===== src/rtl/reset_sequencer.sv =====
// Chip reset controller: qualifies PLL lock, releases domain resets one by one
// with a fixed stagger, and re-enters reset on lock loss or software request.
module reset_sequencer #(
  parameter int NUM_OUT        = 4,
  parameter int SYNC_STAGES    = 2,
  parameter int HOLD_CYCLES    = 16,
  parameter int STAGGER_CYCLES = 4,
  parameter int SWRST_CYCLES   = 8
) (
  input  logic               Sys_Clock,
  input  logic               Sys_Reset,
  input  logic               PLL_Locked,
  input  logic               SwResetReq,
  output logic [NUM_OUT-1:0] Domain_Reset,
  output logic               Seq_Done,
  output logic [1:0]         Seq_State,
  output logic [1:0]         Reset_Cause
);

  localparam int M_HS = (HOLD_CYCLES > STAGGER_CYCLES) ? HOLD_CYCLES : STAGGER_CYCLES;
  localparam int M_ALL = (M_HS > SWRST_CYCLES) ? M_HS : SWRST_CYCLES;
  localparam int CW = $clog2(M_ALL + 1);
  localparam logic [CW-1:0] HOLD_LAST  = CW'(HOLD_CYCLES - 1);
  localparam logic [CW-1:0] STAG_LAST  = CW'(STAGGER_CYCLES - 1);
  localparam logic [CW-1:0] SWRST_LAST = CW'(SWRST_CYCLES - 1);

  localparam logic [1:0] CAUSE_POR  = 2'd0;
  localparam logic [1:0] CAUSE_LOCK = 2'd1;
  localparam logic [1:0] CAUSE_SW   = 2'd2;

  typedef enum logic [1:0] {
    ST_HOLD    = 2'd0,
    ST_RELEASE = 2'd1,
    ST_RUN     = 2'd2,
    ST_SWRST   = 2'd3
  } state_t;

  state_t               r_state, w_state_nxt;
  logic [SYNC_STAGES-1:0] r_sync;
  logic [CW-1:0]        r_cnt, w_cnt_nxt;
  logic [NUM_OUT-1:0]   r_dr, w_dr_nxt, w_shift;
  logic                 r_done, w_done_nxt;
  logic [1:0]           r_cause, w_cause_nxt;
  logic                 w_lock;

  assign w_lock = r_sync[SYNC_STAGES-1];

  always_ff @(posedge Sys_Clock or negedge Sys_Reset) begin
    if (!Sys_Reset) begin
      r_sync  <= '0;
      r_state <= ST_HOLD;
      r_cnt   <= '0;
      r_dr    <= '0;
      r_done  <= 1'b0;
      r_cause <= CAUSE_POR;
    end else begin
      r_sync  <= {r_sync[SYNC_STAGES-2:0], PLL_Locked};
      r_state <= w_state_nxt;
      r_cnt   <= w_cnt_nxt;
      r_dr    <= w_dr_nxt;
      r_done  <= w_done_nxt;
      r_cause <= w_cause_nxt;
    end
  end

  always_comb begin
    w_state_nxt = r_state;
    w_cnt_nxt   = r_cnt;
    w_dr_nxt    = r_dr;
    w_done_nxt  = r_done;
    w_cause_nxt = r_cause;
    // Next release pattern: one more low-order bit deasserted.
    w_shift     = r_dr << 1;
    w_shift[0]  = 1'b1;

    case (r_state)
      ST_HOLD: begin
        if (!w_lock) begin
          w_cnt_nxt = '0;
        end else if (r_cnt == HOLD_LAST) begin
          w_dr_nxt  = w_shift;
          w_cnt_nxt = '0;
          if (&w_shift) begin
            w_state_nxt = ST_RUN;
            w_done_nxt  = 1'b1;
          end else begin
            w_state_nxt = ST_RELEASE;
          end
        end else begin
          w_cnt_nxt = r_cnt + CW'(1);
        end
      end

      ST_RELEASE: begin
        if (!w_lock) begin
          w_dr_nxt    = '0;
          w_done_nxt  = 1'b0;
          w_cause_nxt = CAUSE_LOCK;
          w_cnt_nxt   = '0;
          w_state_nxt = ST_HOLD;
        end else if (r_cnt == STAG_LAST) begin
          w_dr_nxt  = w_shift;
          w_cnt_nxt = '0;
          if (&w_shift) begin
            w_state_nxt = ST_RUN;
            w_done_nxt  = 1'b1;
          end
        end else begin
          w_cnt_nxt = r_cnt + CW'(1);
        end
      end

      ST_RUN: begin
        // Lock loss outranks a simultaneous software request.
        if (!w_lock) begin
          w_dr_nxt    = '0;
          w_done_nxt  = 1'b0;
          w_cause_nxt = CAUSE_LOCK;
          w_cnt_nxt   = '0;
          w_state_nxt = ST_HOLD;
        end else if (SwResetReq) begin
          w_dr_nxt    = '0;
          w_done_nxt  = 1'b0;
          w_cause_nxt = CAUSE_SW;
          w_cnt_nxt   = '0;
          w_state_nxt = ST_SWRST;
        end
      end

      ST_SWRST: begin
        if (r_cnt == SWRST_LAST) begin
          w_cnt_nxt   = '0;
          w_state_nxt = ST_HOLD;
        end else begin
          w_cnt_nxt = r_cnt + CW'(1);
        end
      end

      default: begin
        w_state_nxt = ST_HOLD;
        w_cnt_nxt   = '0;
        w_dr_nxt    = '0;
        w_done_nxt  = 1'b0;
      end
    endcase
  end

  assign Domain_Reset = r_dr;
  assign Seq_Done     = r_done;
  assign Seq_State    = r_state;
  assign Reset_Cause  = r_cause;

endmodule

===== config.mk =====
export PLATFORM = sky130hd
export DESIGN_NAME = reset_sequencer
export DESIGN_NICKNAME = d
export VERILOG_FILES = /design/src/rtl/reset_sequencer.sv
export SDC_FILE = /design/constraint.sdc
export NUM_CORES = 1
export LEC_CHECK = 0
export CAP_MARGIN = 15
export CORE_MARGIN = 10
export CORE_UTILIZATION = 57
export DETAILED_ROUTE_END_ITERATION = 8
export PLACE_DENSITY_LB_ADDON = 0.08
export SLEW_MARGIN = 20
export SYNTH_ARGS = -nofsm -noshare
export SYNTH_HDL_FRONTEND = slang
export SYNTH_SLANG_ARGS = --single-unit

===== constraint.sdc =====
create_clock -name Sys_Clock -period 3.2 [get_ports Sys_Clock]
set_input_delay 0.8 -clock Sys_Clock [delete_from_list [all_inputs] [get_ports Sys_Clock]]
set_output_delay 0.8 -clock Sys_Clock [all_outputs]
set_load 0.005 [all_outputs]

==> out/metrics.cfg, run 1 <==
[final_layout]
layout.area.seq_sq_um = 400
drive_above_1_share = 0.0877
area_growth_pct = 17.6
fillcell_total = 130
antenna_cells_inserted = 0
post-route-cell-area_sq_um = 1130
multi_input_area_sq_um = 519
finish.net_count = 126

[timing]
timing.final.ws_setup_ns = 0.869
timing_hold_violations_final = 0
finalCritPeriodShare = 0.729
setup_viol = 0
maxSlewHeadroom = 0.502
timing_max_transition_violations_final = 0
unrepaired_setup_endpoints_after_global_routing = no
worst_clock_skew_ns = 0.00522
setup_tns_ns = 0
max_freq_mhz = 429
period_needed_ns = 2.33
tightest_slew_ns = 0.744

[global_route]
overflow = 0
grt_util_all_layers = 0.124
grt_pass1_vias = 772
grt_first_pass_wirelength_mm = 3.49
grt_antenna_before_repair = 0
maximum_number_of_pins_on_one_net_before_global_route_repair = 17

[yosys]
postSynthCellCount = 100
synth.area.top_cells = dfrtp_1 42%, ha_1 9.1%, nand2_1 4.3%
netlist_area_sq_um = 961
synth-xor-area-share = 0
yosys_register_bits = 16
post_synth_fa_ha_maj_area_fraction = 0.0911
share_of_synthesized_area_occupied_by_flip_flops_and_latches = 0.417
yosys_warnings = 0
synth-compound-area-share = 0.156
synthDistinctLibCells = 31
share_of_synthesized_area_spent_on_multiplexers = 0.0703
share_of_yosys_cell_area_claimed_by_the_top_area_cell_type = 0.417
syn-mean-instance-area_sq_um = 9.61
synth_top_family_by_area = simple AND/OR/NAND/NOR gates
post_synthesis_net_count = 111
synth_top_cell_by_area = dfrtp_1
synth-simple-area-share = 0.223

[clock_network]
clock_sinks = 16
cts.htree.levels = 1
cts_tree = yes
post_cts.resized_instances = 0
cts.path.max_buffers = 2
clkTransAtPathRegs_ns = 0.10
clkLatencyLatePin_ns = 0.31
clock-root-buffer = clkbuf_4
cts_inserted_buffers = 3
cts_hold_buffers = 0
postCtsSetupRepairBufs = 0

[worst_setup_path]
r2r_slack_ns = 0.98
worst_setup_path_type = input pin to register
regToRegStartpoint = Seq_State[1]
cell_depth_of_the_worst_flop_to_flop_path = 6
endpoint_of_the_most_critical_setup_path = Seq_State[1]
end_of_the_worst_register_to_register_path = Seq_State[1]
timing.critical_path.fanout_max = 5
critical_path.endpoint_type = register
timing.critical_path.arrival_ns = 2.53
worstSetupStartpointType = input pin
worstSetupStartpoint = SwResetReq
critical_path_required_ns = 3.40

[hold_path]
min_path_type = register to register
hold_path_depth = 0

[place]
dpl_cell_area_sq_um = 1090
placement.io_buffers = 12
dp_slack_ns = 0.547
hpwlAfterDp_mm = 1.57
finalWeightedCongestion = 0.895

[detailed_routing]
firstDrtPassIters = 4
routed_wl_mm = 2.08
num_vias = 785
drtAntennaViolNets = 0
vias_per_cell = 6.04
dr.first_iter.drc_count = 23
detail_route.drc_violations = 0
wire_per_inst_um = 16.0

[floorplanning]
floorplan_die_width_um = 61.1
core_sq_um = 1560
row_count = 14
die_h_um = 61.1
starting_density = 0.616
boundaryPins = 13
die_area_sq_um = 3730

[pwr]
total_leakage_power_nw = 0.518
ir_worst_vdd_mv = 0.487
p_per_area_nw_per_um2 = 873
post-layout-total-power_mw = 0.986

[outcome]
run_status = finished, final reports clean

[run]
max_cap_violations = 0

## worst max-delay path, cell delays in order
cell,delay (ns)
clkdlybuf4s50_1,0.48
nand3b_1,0.20
o221ai_2,0.17
or4b_4,0.57
mux2_4,0.31
## placed cells by master (no fill, tap or decap), types with 2 or more instances in the layout
cell type	Yosys	final
clkdlybuf4s50_1	0	12
nand3b_1	2	2
clkbuf_4	0	3
o22ai_1	2	2
o21ai_0	6	6
nand2_1	11	11
mux2i_1	3	3
a21oi_1	6	6
nand3_1	5	5
mux2_2	2	2
nor3_1	2	2
a31oi_1	2	2
ha_1	7	7
o221ai_1	2	2
inv_1	9	9
nor2_1	8	8
dfrtp_1	16	16
## synthesized netlist by cell type (all sizes together)
| master | number |
|---|---|
| nor3b | 1 |
| nor3 | 2 |
| dfrtp | 16 |
| o32a | 1 |
| and3b | 1 |
| nor2 | 8 |
| nor2b | 1 |
| or4b | 1 |
| and3 | 1 |
| nor4bb | 1 |
| o221ai | 3 |
| o22ai | 2 |
| mux2 | 3 |
| or3 | 1 |
| nand3 | 5 |
| clkbuf | 2 |
| nand3b | 2 |
| o211ai | 1 |
| ha | 7 |
| o21ai | 6 |
| nand2 | 11 |
| a21o | 1 |
| o31ai | 1 |
| inv | 9 |
| a21oi | 6 |
| and4b | 1 |
| nor4b | 1 |
| mux2i | 3 |
| a31oi | 2 |
## logic make-up (layout without fill, tap and decap cells)
kind of cell,count (synthesis),count (layout)
buf+inv,11,25
compound gates,23,23
fa+ha+maj,7,7
flops,16,16
mux,6,6
simple gates,37,37
## flip-flops by register name (all words and copies together) (netlist names)
name / cells
Reset_Cause: 2
Seq_Done: 1
Seq_State: 2
r_sync: 2
Domain_Reset: 4
r_cnt: 5
## routing by layer
metal	wire length, um	GRT usage
met1	990	0.156
met2	915	0.183
met3	132	0.0432
met4	38	0.0651
met5	0	0
## how the worst min path moves through the flow
stage | start | to | slack (ns)
after floorplan | r_sync[0] | r_sync[1] | 0.33
after global placement | r_sync[0] | r_sync[1] | 0.33
after detailed placement | r_sync[0] | r_sync[1] | 0.34
after CTS | r_sync[0] | r_sync[1] | 0.37
after global routing | r_sync[0] | r_sync[1] | 0.38
final | r_sync[0] | r_sync[1] | 0.37
## power by group
group / internal, mW / switching, mW
logic: 0.253 / 0.259
clock network: 0.0696 / 0.0757
registers: 0.263 / 0.0653
total: 0.586 / 0.400
## layout make-up
| cell class | instances | share of cell area |
|---|---|---|
| flip-flops and latches | 16 | 0.354 |
| clock buffers | 4 | 0.0321 |
| inverters | 9 | 0.0299 |
| multi-input cells | 73 | 0.460 |
| well taps | 16 | 0.0177 |
| repair buffers | 12 | 0.106 |
## stage by stage
step / util / hold slack, ns / std cells
finish: 0.725 / 0.369 / 130
global route: 0.725 / 0.380 / 130
CTS: 0.725 / 0.368 / 130
detailed placement: 0.701 / 0.345 / 126
global placement: 0.701 / 0.332 / 126
floorplan: - / 0.331 / 100
Note: power is estimated with default switching activity, not from simulation.
==> run 2: changes to the inputs <==
CORE_UTILIZATION = 53   (was 57)
clock period = 2.2 ns   (was 3.2 ns; I/O delays follow)
==> out/metrics.cfg, run 2 (synthesis gave the netlist of run 1 again) <==
[floorplanning]
starting_density = 0.557  ; was 0.616
boundaryPins = 13  ; unchanged
die_h_um = 62.6  ; was 61.1 um
row_count = 15  ; was 14
core_sq_um = 1730  ; was 1560 sq um
die_area_sq_um = 3920  ; was 3730 sq um
floorplan_die_width_um = 62.6  ; was 61.1 um

[detailed_routing]
detailroute.wirelength.met2_um = 998  ; was 915 um
vias_per_cell = 5.70  ; was 6.04
detail_route.drc_violations = 0  ; unchanged
num_vias = 838  ; was 785
routed_met1_length_um = 997  ; was 990 um
routed_wl_mm = 2.14  ; was 2.08 mm
wl_met3_um = 117  ; was 132 um
firstDrtPassIters = 4  ; unchanged
top_signal_layer_used = met4  ; unchanged
wire_per_inst_um = 14.5  ; was 16.0 um
dr.first_iter.drc_count = 35  ; was 23
drtAntennaViolNets = 0  ; unchanged

[timing]
whs_ns = 0.359  ; was 0.369 ns
worst_clock_skew_ns = 0.00531  ; was 0.00522 ns
finalCritPeriodShare = 0.925
timing_hold_violations_final = 0  ; unchanged
maxSlewHeadroom = 0.757  ; was 0.502
unrepaired_setup_endpoints_after_global_routing = no  ; unchanged
period_needed_ns = 2.04
setup_viol = 0  ; unchanged
timing_max_transition_violations_final = 0  ; unchanged
tightest_slew_ns = 0.365  ; was 0.744 ns
max_freq_mhz = 491

[worst_setup_path]
cp_cell_sequence = ha_1, nor4bb_1, nor2_1, or4b_4, mux2_4  ; was clkdlybuf4s50_1, nand3b_1, o221ai_2, or4b_4, mux2_4
regToRegStartpoint = r_cnt[0]  ; was Seq_State[1]
cp_top_family = simple AND/OR/NAND/NOR gates  ; unchanged
end_of_the_worst_register_to_register_path = Seq_State[1]  ; unchanged
r2r_slack_ns = 0.16  ; was 0.98 ns
critical_path.n_buffers_inverters = 0  ; was 1
worstSetupStartpointType = register  ; was input pin
cell_depth_of_the_worst_flop_to_flop_path = 5  ; was 6
worst_setup_path_type = register to register  ; was input pin to register
critical_path_required_ns = 2.37  ; was 3.40 ns
timing.critical_path.arrival_ns = 2.21  ; was 2.53 ns
critical-path-slowest-cell = or4b_4  ; unchanged
timing.critical_path.fanout_max = 6  ; was 5
timing.critical_path.slowest_cell_delay_ns = 0.51  ; was 0.57 ns
critical_path.endpoint_type = register  ; unchanged

[outcome]
run_status = finished, final reports clean  ; unchanged

[clock_network]
clkTransAtPathRegs_ns = 0.08  ; was 0.10 ns
clock_sinks = 16  ; unchanged
post_cts.resized_instances = 0  ; unchanged
clkLatencyLatePin_ns = 0.29  ; was 0.31 ns
cts.htree.levels = 1  ; unchanged
cts_tree = yes  ; unchanged
cts_hold_buffers = 0  ; unchanged
postCtsSetupRepairBufs = 0  ; unchanged
clock-root-buffer = clkbuf_4  ; unchanged
cts_inserted_buffers = 3  ; unchanged
cts.path.max_buffers = 2  ; unchanged

[final_layout]
antenna_cells_inserted = 0  ; unchanged
mostFrequentLayoutCells = 16 x dfrtp_1, 12 x clkdlybuf4s50_1, 11 x nand2_1  ; unchanged
largest_register_ff_count = 5  ; unchanged
finish.net_count = 135  ; was 126
fin_util = 0.692  ; was 0.725
final_common_cell = dfrtp_1  ; unchanged
register_bank_with_the_most_flops = r_cnt  ; unchanged
final_cell_count_without_fillers = 147  ; was 130
fillcell_total = 136  ; was 130
post-route-cell-area_sq_um = 1190  ; was 1130 sq um
area_growth_pct = 24.3  ; was 17.6%
drive_above_1_share = 0.148  ; was 0.0877

[pwr]
total_leakage_power_nw = 0.554  ; was 0.518 nW
p_per_area_nw_per_um2 = 1210  ; was 873 nW/um^2
ir_worst_vdd_mv = 0.780  ; was 0.487 mV

[hold_path]
min_path_type = register to register  ; unchanged
hold_path_depth = 0  ; unchanged
holdPathEnd = r_sync[1]  ; unchanged
timing.hold.worst.start = r_sync[0]  ; unchanged

[place]
finalWeightedCongestion = 0.861  ; was 0.895
post-place-cells = 143  ; was 126
hpwlAfterDp_mm = 1.61  ; was 1.57 mm
placement.io_buffers = 12  ; unchanged
dpl_cell_area_sq_um = 1160  ; was 1090 sq um

[run]
max_cap_violations = 0  ; unchanged

[global_route]
maximum_number_of_pins_on_one_net_before_global_route_repair = 17  ; unchanged
grt_util_all_layers = 0.109  ; was 0.124
grt_antenna_before_repair = 0  ; unchanged
overflow = 0  ; unchanged
grt_pass1_vias = 791  ; was 772
grt_first_pass_wirelength_mm = 3.63  ; was 3.49 mm

## run 2: cell count changes in the layout (fill, tap and decap cells not counted)
| cell | before | now |
|---|---|---|
| buf_4 | 0 | 9 |
| clkbuf_8 | 1 | 0 |
## run 2: power breakdown
part           leakage [nW]  internal, mW  total [mW]  switching [mW]
logic                 0.336         0.431       0.818           0.387
clock network        0.0138        0.0636       0.153          0.0897
registers             0.205         0.383       0.478          0.0947
total                 0.554         0.878        1.45           0.572
## run 2: worst max path at each step
stage | start | to | slack [ns] | cells past startpoint
after floorplan | Seq_State[1] | Seq_State[1] | 0.19 | 6
after global placement | SwResetReq | Seq_State[1] | -0.03 | 5
after detailed placement | SwResetReq | Seq_State[1] | -0.05 | 5
after CTS | r_cnt[0] | Seq_State[1] | 0.08 | 5
after global routing | r_cnt[0] | Seq_State[1] | 0.06 | 5
final | r_cnt[0] | Seq_State[1] | 0.16 | 5
## run 2: cell type report
type	count	area, sq um	share of cell area
multi-input combinational	73	519	0.435
sequential	16	400	0.335
timing repair buffer	21	188	0.157
inverter	9	33.8	0.0283
tap	25	31.3	0.0262
clock buffer	3	22.5	0.0188
## run 2: metal layers
metal | up-vias | global-route usage
met5 | - | 0
met1 | 407 | 0.138
met2 | 20 | 0.168
met4 | 0 | 0.0419
li1 | 407 | -
met3 | 4 | 0.0341
## run 2: metrics by stage
stage / worst slack (ns) / setup TNS [ns] / power (mW)
final: 0.165 / 0 / 1.45
after global routing: 0.0551 / 0 / 1.58
after CTS: 0.0793 / 0 / 1.45
after detailed placement: -0.0494 / -0.0494 / 1.30
after global placement: -0.0255 / -0.0255 / 1.28
after floorplan: 0.193 / 0 / 0.969
==> run 3: changes to the inputs <==
PLACE_DENSITY = 0.77   (was not set)
PLACE_DENSITY_LB_ADDON = not set   (was 0.08)
==> out/metrics.cfg, run 3 (synthesis gave the netlist of run 1 again) <==
[worst_setup_path]
worstSetupStartpointType = register  ; unchanged
critical_path_required_ns = 2.38  ; was 2.37 ns
cp_cell_sequence = ha_1, nor4b_4, o221ai_2, or4b_4, mux2_4  ; was ha_1, nor4bb_1, nor2_1, or4b_4, mux2_4
cp_top_family = simple AND/OR/NAND/NOR gates  ; unchanged
critical-path-slowest-cell = or4b_4  ; unchanged
worst_setup_path_type = register to register  ; unchanged
timing.critical_path.fanout_max = 6  ; unchanged
timing.critical_path.slowest_cell_delay_ns = 0.54  ; was 0.51 ns
timing.critical_path.arrival_ns = 2.26  ; was 2.21 ns
r2r_slack_ns = 0.12  ; was 0.16 ns
critical_path.endpoint_type = register  ; unchanged
critical_path.n_buffers_inverters = 0  ; unchanged

[timing]
max_freq_mhz = 481  ; was 491 MHz
worst_clock_skew_ns = 0.00151  ; was 0.00531 ns
whs_ns = 0.363  ; was 0.359 ns
maxSlewHeadroom = 0.721  ; was 0.757
period_needed_ns = 2.08  ; was 2.04 ns
finalCritPeriodShare = 0.946  ; was 0.925
timing.final.ws_setup_ns = 0.120  ; was 0.165 ns
timing_hold_violations_final = 0  ; unchanged
setup_viol = 0  ; unchanged
tightest_slew_ns = 0.413  ; was 0.365 ns
unrepaired_setup_endpoints_after_global_routing = no  ; unchanged
timing_max_transition_violations_final = 0  ; unchanged

[global_route]
grt_antenna_before_repair = 0  ; unchanged
grt_first_pass_wirelength_mm = 3.75  ; was 3.63 mm
grt_util_all_layers = 0.115  ; was 0.109
grt_pass1_vias = 840  ; was 791
overflow = 0  ; unchanged
maximum_number_of_pins_on_one_net_before_global_route_repair = 12  ; was 17

[clock_network]
clock-root-buffer = clkbuf_4  ; unchanged
cts_inserted_buffers = 3  ; unchanged
cts.htree.levels = 1  ; unchanged
post_cts.resized_instances = 0  ; unchanged
cts_hold_buffers = 0  ; unchanged
clkLatencyLatePin_ns = 0.29  ; about the same
cts.path.max_buffers = 2  ; unchanged
clock_sinks = 16  ; unchanged
clkTransAtPathRegs_ns = 0.10  ; was 0.08 ns
postCtsSetupRepairBufs = 0  ; unchanged
cts_tree = yes  ; unchanged

[final_layout]
final_common_cell = dfrtp_1  ; unchanged
fin_util = 0.696  ; was 0.692
drive_above_1_share = 0.148  ; unchanged
mostFrequentLayoutCells = 16 x dfrtp_1, 12 x clkdlybuf4s50_1, 11 x nand2_1  ; unchanged
largest_register_ff_count = 5  ; unchanged
post-route-cell-area_sq_um = 1200  ; was 1190 sq um
area_growth_pct = 25.0  ; was 24.3%
finish.net_count = 134  ; was 135
final_cell_count_without_fillers = 147  ; unchanged
fillcell_total = 134  ; was 136
register_bank_with_the_most_flops = r_cnt  ; unchanged
layout.area.seq_sq_um = 400  ; unchanged
antenna_cells_inserted = 0  ; unchanged
multi_input_area_sq_um = 519  ; unchanged

[detailed_routing]
detail_route.drc_violations = 0  ; unchanged
num_vias = 820  ; was 838
drtAntennaViolNets = 0  ; unchanged
firstDrtPassIters = 4  ; unchanged
routed_wl_mm = 2.12  ; was 2.14 mm
wire_per_inst_um = 14.4  ; was 14.5 um
dr.first_iter.drc_count = 16  ; was 35
vias_per_cell = 5.58  ; was 5.70

[floorplanning]
starting_density = 0.557  ; unchanged
boundaryPins = 13  ; unchanged
row_count = 15  ; unchanged
die_h_um = 62.6  ; unchanged
core_sq_um = 1730  ; unchanged
floorplan_die_width_um = 62.6  ; unchanged
die_area_sq_um = 3920  ; unchanged

[run]
max_cap_violations = 0  ; unchanged

[hold_path]
min_path_type = register to register  ; unchanged

[place]
dpl_cell_area_sq_um = 1160  ; unchanged
hpwlAfterDp_mm = 1.64  ; was 1.61 mm
post-place-cells = 143  ; unchanged
dp_slack_ns = -0.0564  ; was -0.0494 ns
finalWeightedCongestion = 0.837  ; was 0.861
placement.io_buffers = 12  ; unchanged

[pwr]
p_per_area_nw_per_um2 = 1240  ; was 1210 nW/um^2
total_leakage_power_nw = 0.556  ; was 0.554 nW
ir_worst_vdd_mv = 0.650  ; was 0.780 mV

[outcome]
run_status = finished, final reports clean  ; unchanged

-- run 3: cell count changes in the layout (fill, tap and decap cells not counted) --
cell | previous run | this run
buf_4 | 9 | 8
clkbuf_8 | 0 | 1
-- run 3: final timing paths --
check / from / endpoint / cells after the start
min in group asynchronous: Sys_Reset / Seq_Done / 1
min reg2reg: r_sync[0] / r_sync[1] / 0
max: r_cnt[0] / Seq_State[1] / 5
max in group asynchronous: Sys_Reset / Domain_Reset[3] / 2
max reg2reg: r_cnt[0] / Seq_State[1] / 5
min: r_sync[0] / r_sync[1] / 0
-- run 3: cell type report --
type	instances	share of cell area
inverters	9	0.0281
clock buffers	4	0.0302
repair buffers	20	0.150
multi-input cells	73	0.432
well taps	25	0.0260
flip-flops and latches	16	0.333
-- run 3: metrics by stage --
stage | setup TNS [ns] | power, mW
final | 0 | 1.49
after global routing | 0 | 1.62
after CTS | 0 | 1.50
after detailed placement | -0.0660 | 1.30
after global placement | -0.0348 | 1.28
after floorplan | 0 | 0.969
-- run 3: power by group --
group / leakage [nW] / switching (mW) / internal (mW) / total, mW
Clock: 0.0210 / 0.0964 / 0.101 / 0.197
Sequential: 0.205 / 0.0897 / 0.383 / 0.473
Combinational: 0.330 / 0.391 / 0.427 / 0.818
Total: 0.556 / 0.577 / 0.911 / 1.49
-- run 3: per-layer routing --
metal | GRT usage | vias to the layer above | wire length (um) | share of wire
met1 | 0.134 | 390 | 934 | 0.44
met3 | 0.0412 | 4 | 126 | 0.060
met5 | 0 | - | 0 | 0
met2 | 0.182 | 22 | 1010 | 0.48
li1 | - | 404 | - | -
met4 | 0.0587 | 0 | 44 | 0.021
-- run 3: worst reg2reg max path: cells and delay by family, from the launching register on --
kind	cells	cell delay, ns
compound gates	1	0.15
fa+ha+maj	1	0.25
flops	1	0.40
mux	1	0.30
simple gates	2	0.87
